## src/rtl/serial_adder_ctrl_if.sv

```systemverilog
// Request/response bundle between a controller and the
// bit-serial add/subtract sequencer.
interface serial_adder_ctrl_if #(
  parameter int WIDTH = 4
);
  logic             start;
  logic             sub;
  logic [WIDTH-1:0] a;
  logic [WIDTH-1:0] b;
  logic             cin;
  logic             busy;
  logic             done;
  logic [WIDTH-1:0] result;
  logic             cout;
  logic             overflow;

  modport master (
    output start, sub, a, b, cin,
    input  busy, done, result, cout, overflow
  );

  modport slave (
    input  start, sub, a, b, cin,
    output busy, done, result, cout, overflow
  );
endinterface

```

## src/rtl/serial_adder_ctrl.sv

```systemverilog
// Bit-serial add/subtract sequencer driving one external
// full-adder cell, LSB first, carry held in a flop.
module serial_adder_ctrl #(
  parameter int WIDTH = 4
) (
  input  logic                clk,
  input  logic                rst,
  serial_adder_ctrl_if.slave  bus,
  output logic                fa_x,
  output logic                fa_y,
  output logic                fa_cin,
  input  logic                fa_sum,
  input  logic                fa_cout
);

  localparam int IW = (WIDTH > 1) ? $clog2(WIDTH) : 1;

  typedef enum logic [1:0] {
    IDLE,
    RUN,
    DONE
  } state_t;

  state_t           state;
  state_t           state_nxt;
  logic [WIDTH-1:0] a_reg;
  logic [WIDTH-1:0] b_reg;
  logic [WIDTH-1:0] sum_reg;
  logic [WIDTH-1:0] sum_nxt;
  logic             carry;
  logic [IW-1:0]    idx;
  logic             last;

  always_ff @(posedge clk) begin
    if (rst) state <= IDLE;
    else     state <= state_nxt;
  end

  always_comb begin
    state_nxt    = state;
    bus.busy     = 1'b0;
    bus.done     = 1'b0;
    fa_x         = 1'b0;
    fa_y         = 1'b0;
    fa_cin       = 1'b0;
    sum_nxt      = sum_reg;
    sum_nxt[idx] = fa_sum;
    last         = (idx == IW'(WIDTH - 1));
    unique case (state)
      IDLE: begin
        if (bus.start) state_nxt = RUN;
      end
      RUN: begin
        bus.busy = 1'b1;
        fa_x     = a_reg[idx];
        fa_y     = b_reg[idx];
        fa_cin   = carry;
        if (last) state_nxt = DONE;
      end
      DONE: begin
        bus.done  = 1'b1;
        state_nxt = IDLE;
      end
      default: state_nxt = IDLE;
    endcase
  end

  // Subtraction is A + ~B + 1: invert B at latch, seed carry with 1.
  always_ff @(posedge clk) begin
    if (rst) begin
      a_reg        <= '0;
      b_reg        <= '0;
      sum_reg      <= '0;
      carry        <= 1'b0;
      idx          <= '0;
      bus.result   <= '0;
      bus.cout     <= 1'b0;
      bus.overflow <= 1'b0;
    end else begin
      unique case (state)
        IDLE: begin
          if (bus.start) begin
            a_reg <= bus.a;
            b_reg <= bus.sub ? ~bus.b : bus.b;
            carry <= bus.sub | bus.cin;
            idx   <= '0;
          end
        end
        RUN: begin
          sum_reg <= sum_nxt;
          carry   <= fa_cout;
          idx     <= idx + IW'(1);
          if (last) begin
            bus.result   <= sum_nxt;
            bus.cout     <= fa_cout;
            bus.overflow <= carry ^ fa_cout;
          end
        end
        default: ;
      endcase
    end
  end

endmodule

```

## src/flat_wrapper.sv

```systemverilog
// flat-port wrapper written by rule: the top's interface ports become plain ports
module serial_adder_ctrl_flat 
#(
  parameter int WIDTH = 4
)
  (clk, rst, fa_x, fa_y, fa_cin, fa_sum, fa_cout, bus_start, bus_sub, bus_a, bus_b, bus_cin, bus_busy, bus_done, bus_result, bus_cout, bus_overflow);
  serial_adder_ctrl_if #(.WIDTH(WIDTH)) bus_i ();
  input  logic clk;
  input  logic rst;
  output logic fa_x;
  output logic fa_y;
  output logic fa_cin;
  input  logic fa_sum;
  input  logic fa_cout;
  input wire logic [$bits(bus_i.start)-1:0] bus_start;
  input wire logic [$bits(bus_i.sub)-1:0] bus_sub;
  input wire logic [$bits(bus_i.a)-1:0] bus_a;
  input wire logic [$bits(bus_i.b)-1:0] bus_b;
  input wire logic [$bits(bus_i.cin)-1:0] bus_cin;
  output wire logic [$bits(bus_i.busy)-1:0] bus_busy;
  output wire logic [$bits(bus_i.done)-1:0] bus_done;
  output wire logic [$bits(bus_i.result)-1:0] bus_result;
  output wire logic [$bits(bus_i.cout)-1:0] bus_cout;
  output wire logic [$bits(bus_i.overflow)-1:0] bus_overflow;
  assign bus_i.start = bus_start;
  assign bus_i.sub = bus_sub;
  assign bus_i.a = bus_a;
  assign bus_i.b = bus_b;
  assign bus_i.cin = bus_cin;
  assign bus_busy = bus_i.busy;
  assign bus_done = bus_i.done;
  assign bus_result = bus_i.result;
  assign bus_cout = bus_i.cout;
  assign bus_overflow = bus_i.overflow;
  serial_adder_ctrl #(.WIDTH(WIDTH)) u_core (.clk(clk), .rst(rst), .bus(bus_i), .fa_x(fa_x), .fa_y(fa_y), .fa_cin(fa_cin), .fa_sum(fa_sum), .fa_cout(fa_cout));
endmodule
```

## config.mk

```make
export PLATFORM = sky130hd
export DESIGN_NAME = serial_adder_ctrl_flat
export DESIGN_NICKNAME = d
export VERILOG_FILES = /design/src/rtl/serial_adder_ctrl_if.sv /design/src/rtl/serial_adder_ctrl.sv /design/src/flat_wrapper.sv
export SDC_FILE = /design/constraint.sdc
export NUM_CORES = 1
export LEC_CHECK = 0
export CAP_MARGIN = 25
export CORE_UTILIZATION = 35
export DETAILED_ROUTE_END_ITERATION = 10
export PLACE_DENSITY = 0.6
export SLEW_MARGIN = 40
export SYNTH_ARGS = -nofsm -noshare
export SYNTH_HDL_FRONTEND = slang
export SYNTH_SLANG_ARGS = --single-unit
```

## constraint.sdc

```tcl
create_clock -name clk -period 2.2 [get_ports clk]
set_input_delay 0.44 -clock clk [delete_from_list [all_inputs] [get_ports clk]]
set_output_delay 0.44 -clock clk [all_outputs]
set_load 0.05 [all_outputs]
```

==> impl_metrics.csv, run 1 <==
group,metric,value,unit
outcome,status,"finished, final reports clean",
pwr,ir_worst_vdd,0.297,mV
timing,period_share,0.924,
timing,max_freq,492,MHz
worst_hold_path,worstHoldPathType,"register to register",
setup_path,crit_path_end_kind,"output port",
timing,skew,0.00336,ns
yosys,async_reset_ff_frac,0,
final_layout,n_antenna_cell,0,
setup_path,cp_max_fo,6,
timing,fin_setup_tns,0,ns
clock_tree,cts_htree_levels,1,
timing,setup_viol,0,
run,max-cap-violations,0,
floorplanning,start_util,0.380,
clock_tree,cts.sinks,22,
yosys,synth_edf_count,0,
yosys,seq_area_frac_synth,0.409,
global_route,grt_overflow,0,
setup_path,r2r-start,"u_core.idx[1]$_SDFFE_PP0P_",
clock_tree,post_cts_buffers,0,
final_layout,drive_gt1_frac,0.194,
placement,dp_hpwl,1.56,mm
yosys,ys_top_cells_by_count,"dfxtp_1, nand2_1, a21oi_1, a211oi_2",
timing,drv_slew,0,
clock_tree,clock_path_buffers,2,
pwr,p_per_area,638,nW/um2
pwr,p_sw_frac,0.247,
detailed_routing,vias_per_cell,5.08,
detailed_routing,final_antenna_net_count,0,
placement,numPortBuffers,25,
placement,place_congestion,0.722,
timing,relSlewSlack,0.664,
floorplanning,core,2830,um2
floorplanning,dieArea,3300,um2
pwr,p_switching,222,uW
clock_tree,clk_pin_slew_worst_paths,0.13,ns
detailed_routing,drt-total-wl,2.05,mm
floorplanning,io_pins,26,
yosys,syn_nets,134,
timing,rsz0062_at_grt,"no",
timing,hold_viol,0,
clock_tree,clkLatencyLatePin,0.31,ns
detailed_routing,drtPass1Iterations,4,
floorplanning,rows,19,
yosys,ys_top_cells_by_area,"dfxtp_1, a211oi_2, nand2_1, a21oi_1, ha_1",
floorplanning,die_h,57.4,um
pwr,power.clock.fraction,0.351,
placement,dpl_cell_area,1350,um2
detailed_routing,drt_iter0_drc,11,
setup_path,crit_path_start,"u_core.idx[0]$_SDFFE_PP0P_",
setup_path,cp-start-kind,"register",
worst_hold_path,min_from,"u_core.bus.result[3]$_SDFFE_PP0P_",
timing,tightest_slew,0.503,ns
setup_path,crit_type,"register to output port",
final_layout,areaGrowthSynthToFinish,30.7,%
yosys,synth_most_common_cell,"dfxtp_1",
timing,final.setup.worst_slack,0.167,ns
yosys,synthesis.instances,115,
pwr,p_seq_frac,0.483,
clock_tree,tritoncts,"built",
clock_tree,cts-buffers-inserted,3,
yosys,syn_area_per_cell,9.36,um2
final_layout,fin_area,1410,um2
pwr,p_int,676,uW
yosys,yosysTopAreaCell,"dfxtp_1",
detailed_routing,drcViolationCount,0,
setup_path,cp_data_required_time,1.76,ns
detailed_routing,avgRoutedWirePerCell,12.1,um
final_layout,nets,159,
placement,post-place-ws,0.402,ns
pwr,p_leak,0.000528,uW
yosys,syn_area,1080,um2
timing,layout_min_cycle_time,2.03,ns
setup_path,worst_ep_arrival_time,1.59,ns
detailed_routing,vias,863,
global_route,antenna_found_initial,0,
global_route,grt_max_degree,16,
global_route,grt_use_total,0.139,
global_route,grt_pass1_vias,833,
global_route,grt_pass1_wl,3.55,mm
yosys,yosysTopAreaCellShare,0.409,
yosys,synth.ff_latch_count,22,
clock_tree,hold_buffers,0,
yosys,ys_warn_count,0,
floorplanning,die_x,57.4,um
yosys,synth-main-ff-cell,"dfxtp_1",
clock_tree,root_buffer,"clkbuf_4",
clock_tree,cts_resized,0,
yosys,synthDistinctLibCells,29,
pwr,comb_power_share,0.166,
==> logic make-up after synthesis <==
logic type | synth area share
XOR/XNOR | 0.0407
flip-flops | 0.409
buffers and inverters | 0.0651
AND/OR/NAND/NOR | 0.194
AO/OA/AOI/OAI | 0.174
multiplexers | 0.0698
adder cells (fa/ha/maj) | 0.0465
==> stage by stage <==
step | util | hold slack (ns) | total power, uW | instances
finish | 0.497 | 0.467 | 898 | 170
global route | 0.497 | 0.491 | 939 | 170
CTS | 0.495 | 0.471 | 905 | 170
detailed placement | 0.476 | 0.452 | 592 | 166
global placement | 0.476 | 0.449 | 589 | 166
floorplan | - | 0.433 | 537 | 115
==> routing by layer <==
metal	track usage	share of wire
met5	0	0
met4	0.0557	0.0083
met3	0.0249	0.039
met2	0.241	0.48
met1	0.170	0.47
==> area by class of cell <==
type,instances,area [um2]
Fill cell,276,1420
Clock inverter,1,30.0
Timing Repair Buffer,27,283
Multi-Input combinational cell,80,568
Tap cell,31,38.8
Sequential cell,22,442
Clock buffer,3,22.5
Inverter,6,22.5
==> layout by cell type (no fill, tap or decap), types with 2 or more instances in the layout <==
cell	instances
o21ai_1	4
ha_1	4
a211oi_2	6
a211oi_1	2
nand3_1	5
inv_1	5
mux4_2	2
buf_12	2
buf_4	4
nor2_1	5
xnor2_1	5
clkdlybuf4s50_1	20
and2_1	3
nor2_2	5
dfxtp_1	21
clkbuf_4	3
o21a_1	2
nand2_1	15
mux2i_1	3
a21oi_1	11
==> critical path: stages (launching register included) <==
cell and delay, ns:
dfxtp_2 0.43, mux4_2 0.51, and2_1 0.17, buf_4 0.18
==> power groups by stage <==
stage	Sequential [uW]	Clock (uW)	Combinational [uW]
global route	437	340	162
global placement	441	0	147
finish	433	315	149
CTS	433	322	151
detailed placement	442	0	150
floorplan	438	0	98.8
==> path summary, 6_finish.rpt <==
check                                                    endpoint  cells past startpoint  slack (ns)
worst min register to register  u_core.bus.result[3]$_SDFFE_PP0P_                      2        0.47
worst max register to register  u_core.bus.result[1]$_SDFFE_PP0P_                      4        0.65
worst max-delay path                                         fa_y                      3        0.17
worst min-delay path            u_core.bus.result[3]$_SDFFE_PP0P_                      2        0.47
Note: power is estimated with default switching activity, not from simulation.
==> run 2, diff against run 1 <==
--- a/config.mk
+++ b/config.mk
@@ -6,6 +6,7 @@
 export NUM_CORES = 1
 export LEC_CHECK = 0
 export CAP_MARGIN = 25
+export CORE_MARGIN = 3
 export CORE_UTILIZATION = 35
 export DETAILED_ROUTE_END_ITERATION = 10
 export PLACE_DENSITY = 0.6
==> run 2 against run 1 <==
Effect of this change: cell count grew 0.59%; global-route usage shrank 1.1 points; count of clock-buffer cells in the layout is the same; non-clock buffer count grew 1; critical path depth is the same; setup slack gained 0.018 ns; core utilization shrank 0.68 points; via count shrank 4.3%; register-to-register slack is essentially flat; sequential share of layout area grew 0.17 points; combinational power is essentially flat.
==> impl_metrics.csv, run 2 (synthesis gave the netlist of run 1 again) <==
group,metric,value,unit
clock_tree,cts_htree_levels,1,
final_layout,n_antenna_cell,0,
timing,drv_slew,0,
clock_tree,root_buffer,"clkbuf_4",
timing,tightest_slew,0.506,ns
final_layout,fin_area,1400,um2
floorplanning,die_x,61.4,um
setup_path,crit_path_end_kind,"output port",
global_route,grt_pass1_wl,3.59,mm
setup_path,cp_cell_sequence,"mux4_2, and2_1, buf_4",
final_layout,layout_common_cells,"dfxtp_1, clkdlybuf4s50_1, nand2_1, a21oi_1",
worst_hold_path,worstHoldPathType,"register to register",
setup_path,crit_path_top_delay_cell,"mux4_2",
clock_tree,clock_path_buffers,2,
timing,period_share,0.916,
global_route,grt_max_degree,18,
timing,skew,0.0119,ns
global_route,antenna_found_initial,0,
final_layout,nets,160,
global_route,grt_overflow,0,
floorplanning,start_util,0.377,
global_route,grt.busiest_layer,"met2",
pwr,ir_worst_vdd,0.362,mV
final_layout,drive_gt1_frac,0.193,
detailed_routing,drtPass1Iterations,4,
floorplanning,die_h,61.4,um
placement,place_congestion,0.745,
setup_path,crit_type,"register to output port",
placement,numPortBuffers,25,
floorplanning,dieArea,3780,um2
setup_path,cp-start-kind,"register",
final_layout,mostFrequentLayoutCell,"dfxtp_1",
outcome,status,"finished, final reports clean",
global_route,grt_pass1_vias,835,
global_route,met1_usage,0.167,
detailed_routing,drt-total-wl,2.04,mm
clock_tree,post_cts_buffers,0,
final_layout,fillCellCount,269,
timing,setup_viol,0,
clock_tree,clkLatencyLatePin,0.30,ns
clock_tree,cts-buffers-inserted,3,
setup_path,path_buf_inv,1,
setup_path,cp_max_fo,6,
timing,max_freq,496,MHz
final_layout,areaGrowthSynthToFinish,30.0,%
timing,layout_min_cycle_time,2.01,ns
timing,fin_setup_tns,0,ns
detailed_routing,drcViolationCount,0,
run,max-cap-violations,0,
setup_path,worst_ep_arrival_time,1.57,ns
clock_tree,clk_pin_slew_worst_paths,0.11,ns
floorplanning,core,2850,um2
global_route,globalRouteMet3Util,0.0335,
floorplanning,io_pins,26,
global_route,use_met2,0.199,
global_route,grt_use_total,0.128,
timing,rsz0062_at_grt,"no",
pwr,p_per_area,630,nW/um2
placement,dp_hpwl,1.56,mm
setup_path,path_delay_family,"multiplexers",
setup_path,cp_data_required_time,1.76,ns
pwr,p_leak,0.000528,uW
setup_path,max_stage_delay,0.50,ns
placement,dpl_cell_area,1340,um2
floorplanning,rows,19,
clock_tree,cts.sinks,22,
timing,relSlewSlack,0.663,
clock_tree,tritoncts,"built",
detailed_routing,avgRoutedWirePerCell,11.9,um
detailed_routing,vias,826,
detailed_routing,final_antenna_net_count,0,
detailed_routing,vias_per_cell,4.83,
timing,hold_viol,0,
detailed_routing,drt_iter0_drc,15,
-- run 2: cell types whose count changed in the layout (fill, tap and decap cells not counted), sizes merged --
cell and delta:
buf +1
-- run 2: timing repair --
action	in CTS	in global routing
setup endpoints to repair	0	3
hold buffers	0	0
gates resized for setup	0	2
-- run 2: worst register-to-register path: cells and delay by family (launching register included) --
family                     cells  cell delay, ns
AOI/OAI and AO/OA              1            0.20
adders and majority gates      1            0.24
DFF                            1            0.48
and+or+nand+nor                2            0.57
-- run 2: where the power goes --
| group | switching (uW) | total (uW) | internal [uW] |
|---|---|---|---|
| registers | 15.6 | 433 | 417 |
| logic | 74.4 | 147 | 73.0 |
| clock network | 117 | 301 | 184 |
| total | 207 | 882 | 675 |
-- run 2: final timing paths --
path | from | end | slack [ns] | depth (start not counted)
max reg2reg | u_core.idx[1]$_SDFFE_PP0P_ | u_core.bus.result[1]$_SDFFE_PP0P_ | 0.65 | 4
max | u_core.idx[0]$_SDFFE_PP0P_ | fa_y | 0.19 | 3
min reg2reg | u_core.a_reg[3]$_SDFFE_PP0P_ | u_core.a_reg[3]$_SDFFE_PP0P_ | 0.46 | 2
min | u_core.a_reg[3]$_SDFFE_PP0P_ | u_core.a_reg[3]$_SDFFE_PP0P_ | 0.46 | 2
-- run 2: cell type report --
class | count | area [um2] | share of cell area
sequential | 22 | 442 | 0.316
timing repair buffer | 28 | 278 | 0.199
clock buffer | 3 | 22.5 | 0.0161
inverter | 6 | 22.5 | 0.0161
tap | 31 | 38.8 | 0.0277
multi-input combinational | 80 | 566 | 0.404
clock inverter | 1 | 30.0 | 0.0215
-- run 2: metrics by stage --
stage               total power [uW]  instances  hold slack, ns   util  setup slack [ns]
floorplan                        537        115           0.433      -             0.401
CTS                              894        171           0.466  0.489            0.0244
detailed placement               590        167           0.450  0.471             0.420
global route                     930        171           0.486  0.490            0.0926
global placement                 588        167           0.445  0.471             0.420
finish                           882        171           0.462  0.490             0.185
-- run 2: layer usage --
layer / wire length, um / part of all wire / vias to the layer above
met5: 0 / 0 / -
met4: 20 / 0.0098 / 0
met3: 87 / 0.043 / 2
met2: 963 / 0.47 / 10
met1: 970 / 0.48 / 374
li1: - / - / 440
==> run 3, diff against run 2 <==
--- a/config.mk
+++ b/config.mk
@@ -9,7 +9,7 @@
 export CORE_MARGIN = 3
 export CORE_UTILIZATION = 35
 export DETAILED_ROUTE_END_ITERATION = 10
-export PLACE_DENSITY = 0.6
+export PLACE_DENSITY = 0.57
 export SLEW_MARGIN = 40
 export SYNTH_ARGS = -nofsm -noshare
 export SYNTH_HDL_FRONTEND = slang
==> run 3 against run 2 <==
Effect of this change: flip-flop and latch count unchanged; largest cell class unchanged; worst hold slack gained 0.0012 ns; count of clock-buffer cells in the layout stayed put; non-clock buffer count up 1; clock skew is 0.0052 ns lower; core utilization is 0.26 points higher; setup slack got worse by 0.0067 ns; cell count grew 0.58%; via count grew 2.9%; sequential power hardly changed; total power is 1.2% higher; global-route usage down 0.52 points; critical endpoint unchanged.
==> impl_metrics.csv, run 3 (synthesis gave the netlist of run 1 again) <==
group,metric,value,unit
global_route,antenna_found_initial,0,
global_route,grt_overflow,0,
global_route,met1_usage,0.158,
pwr,ir_worst_vdd,0.788,mV
placement,place_congestion,0.722,
final_layout,mostFrequentLayoutCell,"dfxtp_1",
floorplanning,die_h,61.4,um
clock_tree,clk_pin_slew_worst_paths,0.13,ns
clock_tree,clock_path_buffers,2,
setup_path,r2r-start,"u_core.idx[1]$_SDFFE_PP0P_",
global_route,grt.busiest_layer,"met2",
pwr,p_int,676,uW
final_layout,drive_gt1_frac,0.199,
clock_tree,cts.sinks,22,
timing,hold_viol,0,
outcome,status,"finished, final reports clean",
timing,layout_min_cycle_time,2.02,ns
pwr,p_seq_frac,0.485,
final_layout,areaGrowthSynthToFinish,30.7,%
detailed_routing,vias_per_cell,4.94,
run,max-cap-violations,0,
clock_tree,root_buffer,"clkbuf_4",
clock_tree,cts-buffers-inserted,3,
global_route,globalRouteMet3Util,0.0377,
detailed_routing,drcViolationCount,0,
floorplanning,rows,19,
pwr,p_sw_frac,0.243,
placement,post-place-cells,168,
floorplanning,die_x,61.4,um
final_layout,layout_common_cells,"dfxtp_1, clkdlybuf4s50_1, nand2_1, a21oi_1, buf_4",
setup_path,cp-start-kind,"register",
final_layout,nets,161,
setup_path,crit_path_top_delay_cell,"mux4_2",
timing,fin_setup_tns,0,ns
setup_path,rr_endpoint,"u_core.bus.result[2]$_SDFFE_PP0P_",
detailed_routing,drt-total-wl,2.04,mm
setup_path,max_stage_delay,0.50,ns
placement,dp_hpwl,1.58,mm
timing,tightest_slew,0.505,ns
setup_path,cp_cell_sequence,"mux4_2, and2_1, buf_4",
floorplanning,dieArea,3780,um2
pwr,comb_power_share,0.167,
final_layout,n_antenna_cell,0,
placement,numPortBuffers,25,
setup_path,crit_type,"register to output port",
timing,holdWs,0.463,ns
setup_path,cp_data_required_time,1.76,ns
clock_tree,cts_htree_levels,1,
worst_hold_path,hold_depth,2,
final_layout,seqCellArea,442,um2
setup_path,cp_max_fo,6,
timing,relSlewSlack,0.663,
timing,drv_slew,0,
worst_hold_path,worstHoldPathType,"register to register",
setup_path,crit_path_end_kind,"output port",
floorplanning,core,2850,um2
global_route,use_met2,0.202,
detailed_routing,final_antenna_net_count,0,
timing,setup_viol,0,
floorplanning,start_util,0.377,
timing,period_share,0.919,
detailed_routing,drtPass1Iterations,4,
detailed_routing,drt_iter0_drc,20,
worst_hold_path,hold_end,"u_core.bus.cout$_SDFFE_PP0P_",
pwr,p_switching,216,uW
worst_hold_path,min_from,"u_core.bus.cout$_SDFFE_PP0P_",
final_layout,instances_no_fill,172,
clock_tree,tritoncts,"built",
global_route,grt_max_degree,14,
setup_path,worst_ep_arrival_time,1.58,ns
final_layout,multiInputGateArea,566,um2
timing,skew,0.00669,ns
detailed_routing,avgRoutedWirePerCell,11.9,um
clock_tree,hold_buffers,0,
floorplanning,io_pins,26,
clock_tree,clkLatencyLatePin,0.31,ns
global_route,grt_pass1_wl,3.51,mm
final_layout,fillCellCount,286,
detailed_routing,vias,850,
setup_path,r2r_slack,0.65,ns
setup_path,reg2regPathDepth,4,
pwr,power.clock.fraction,0.348,
global_route,grt_use_total,0.123,
timing,rsz0062_at_grt,"no",
pwr,p_per_area,634,nW/um2
pwr,p_leak,0.000533,uW
global_route,grt_pass1_vias,821,
timing,max_freq,495,MHz
## run 3: cell types whose count changed in the layout (fill, tap and decap cells not counted)
cell / before / now
buf_4: 6 / 7
## run 3: power by group through the flow
stage                     Sequential, uW  Combinational, uW  Clock (uW)
after global routing                 436                166         336
after CTS                            433                151         326
after global placement               441                148           0
final                                433                149         311
after floorplan                      438               98.8           0
after detailed placement             441                150           0
## run 3: what timing repair did
action                                  4_1_cts  5_1_grt
resized for setup                             0        2
endpoints found under the setup margin        0        3
setup buffers                                 0        0
## run 3: final cells by class
cell class,count,area share
Timing Repair Buffer,29,0.203
Sequential cell,22,0.314
Clock buffer,3,0.0160
Inverter,6,0.0160
Clock inverter,1,0.0214
Tap cell,31,0.0276
Multi-Input combinational cell,80,0.402
## run 3: critical path, delay by kind of cell (launching register included)
family	cells	cell delay (ns)
mux	1	0.50
buf+inv	1	0.18
simple gates	1	0.16
flops	1	0.43
## run 3: how the worst max path moves through the flow
| stage | startpoint | to | slack [ns] |
|---|---|---|---|
| 2_1_floorplan | u_core.state[0]$_SDFFE_PP0P_ | fa_x | 0.40 |
| 3_3_place_gp | u_core.state[1]$_SDFFE_PP0P_ | bus_done | 0.41 |
| 3_5_place_dp | u_core.state[1]$_SDFFE_PP0P_ | bus_done | 0.41 |
| 4_1_cts | u_core.state[1]$_SDFFE_PP0P_ | bus_done | 0.02 |
| 5_1_grt | u_core.idx[0]$_SDFFE_PP0P_ | fa_y | 0.06 |
| 6_report | u_core.idx[0]$_SDFFE_PP0P_ | fa_y | 0.18 |
## run 3: stage by stage
step	setup WS (ns)	util	area [um2]	total power, uW
finish	0.179	0.493	1410	892
global route	0.0603	0.493	1410	938
floorplan	0.401	-	1080	537
global placement	0.414	0.473	1350	590
detailed placement	0.408	0.473	1350	591
CTS	0.0165	0.492	1400	909
## run 3: layer usage
metal	vias up	wire length [um]
met3	2	92
met2	15	995
li1	444	-
met1	389	936
met5	-	0
met4	0	20
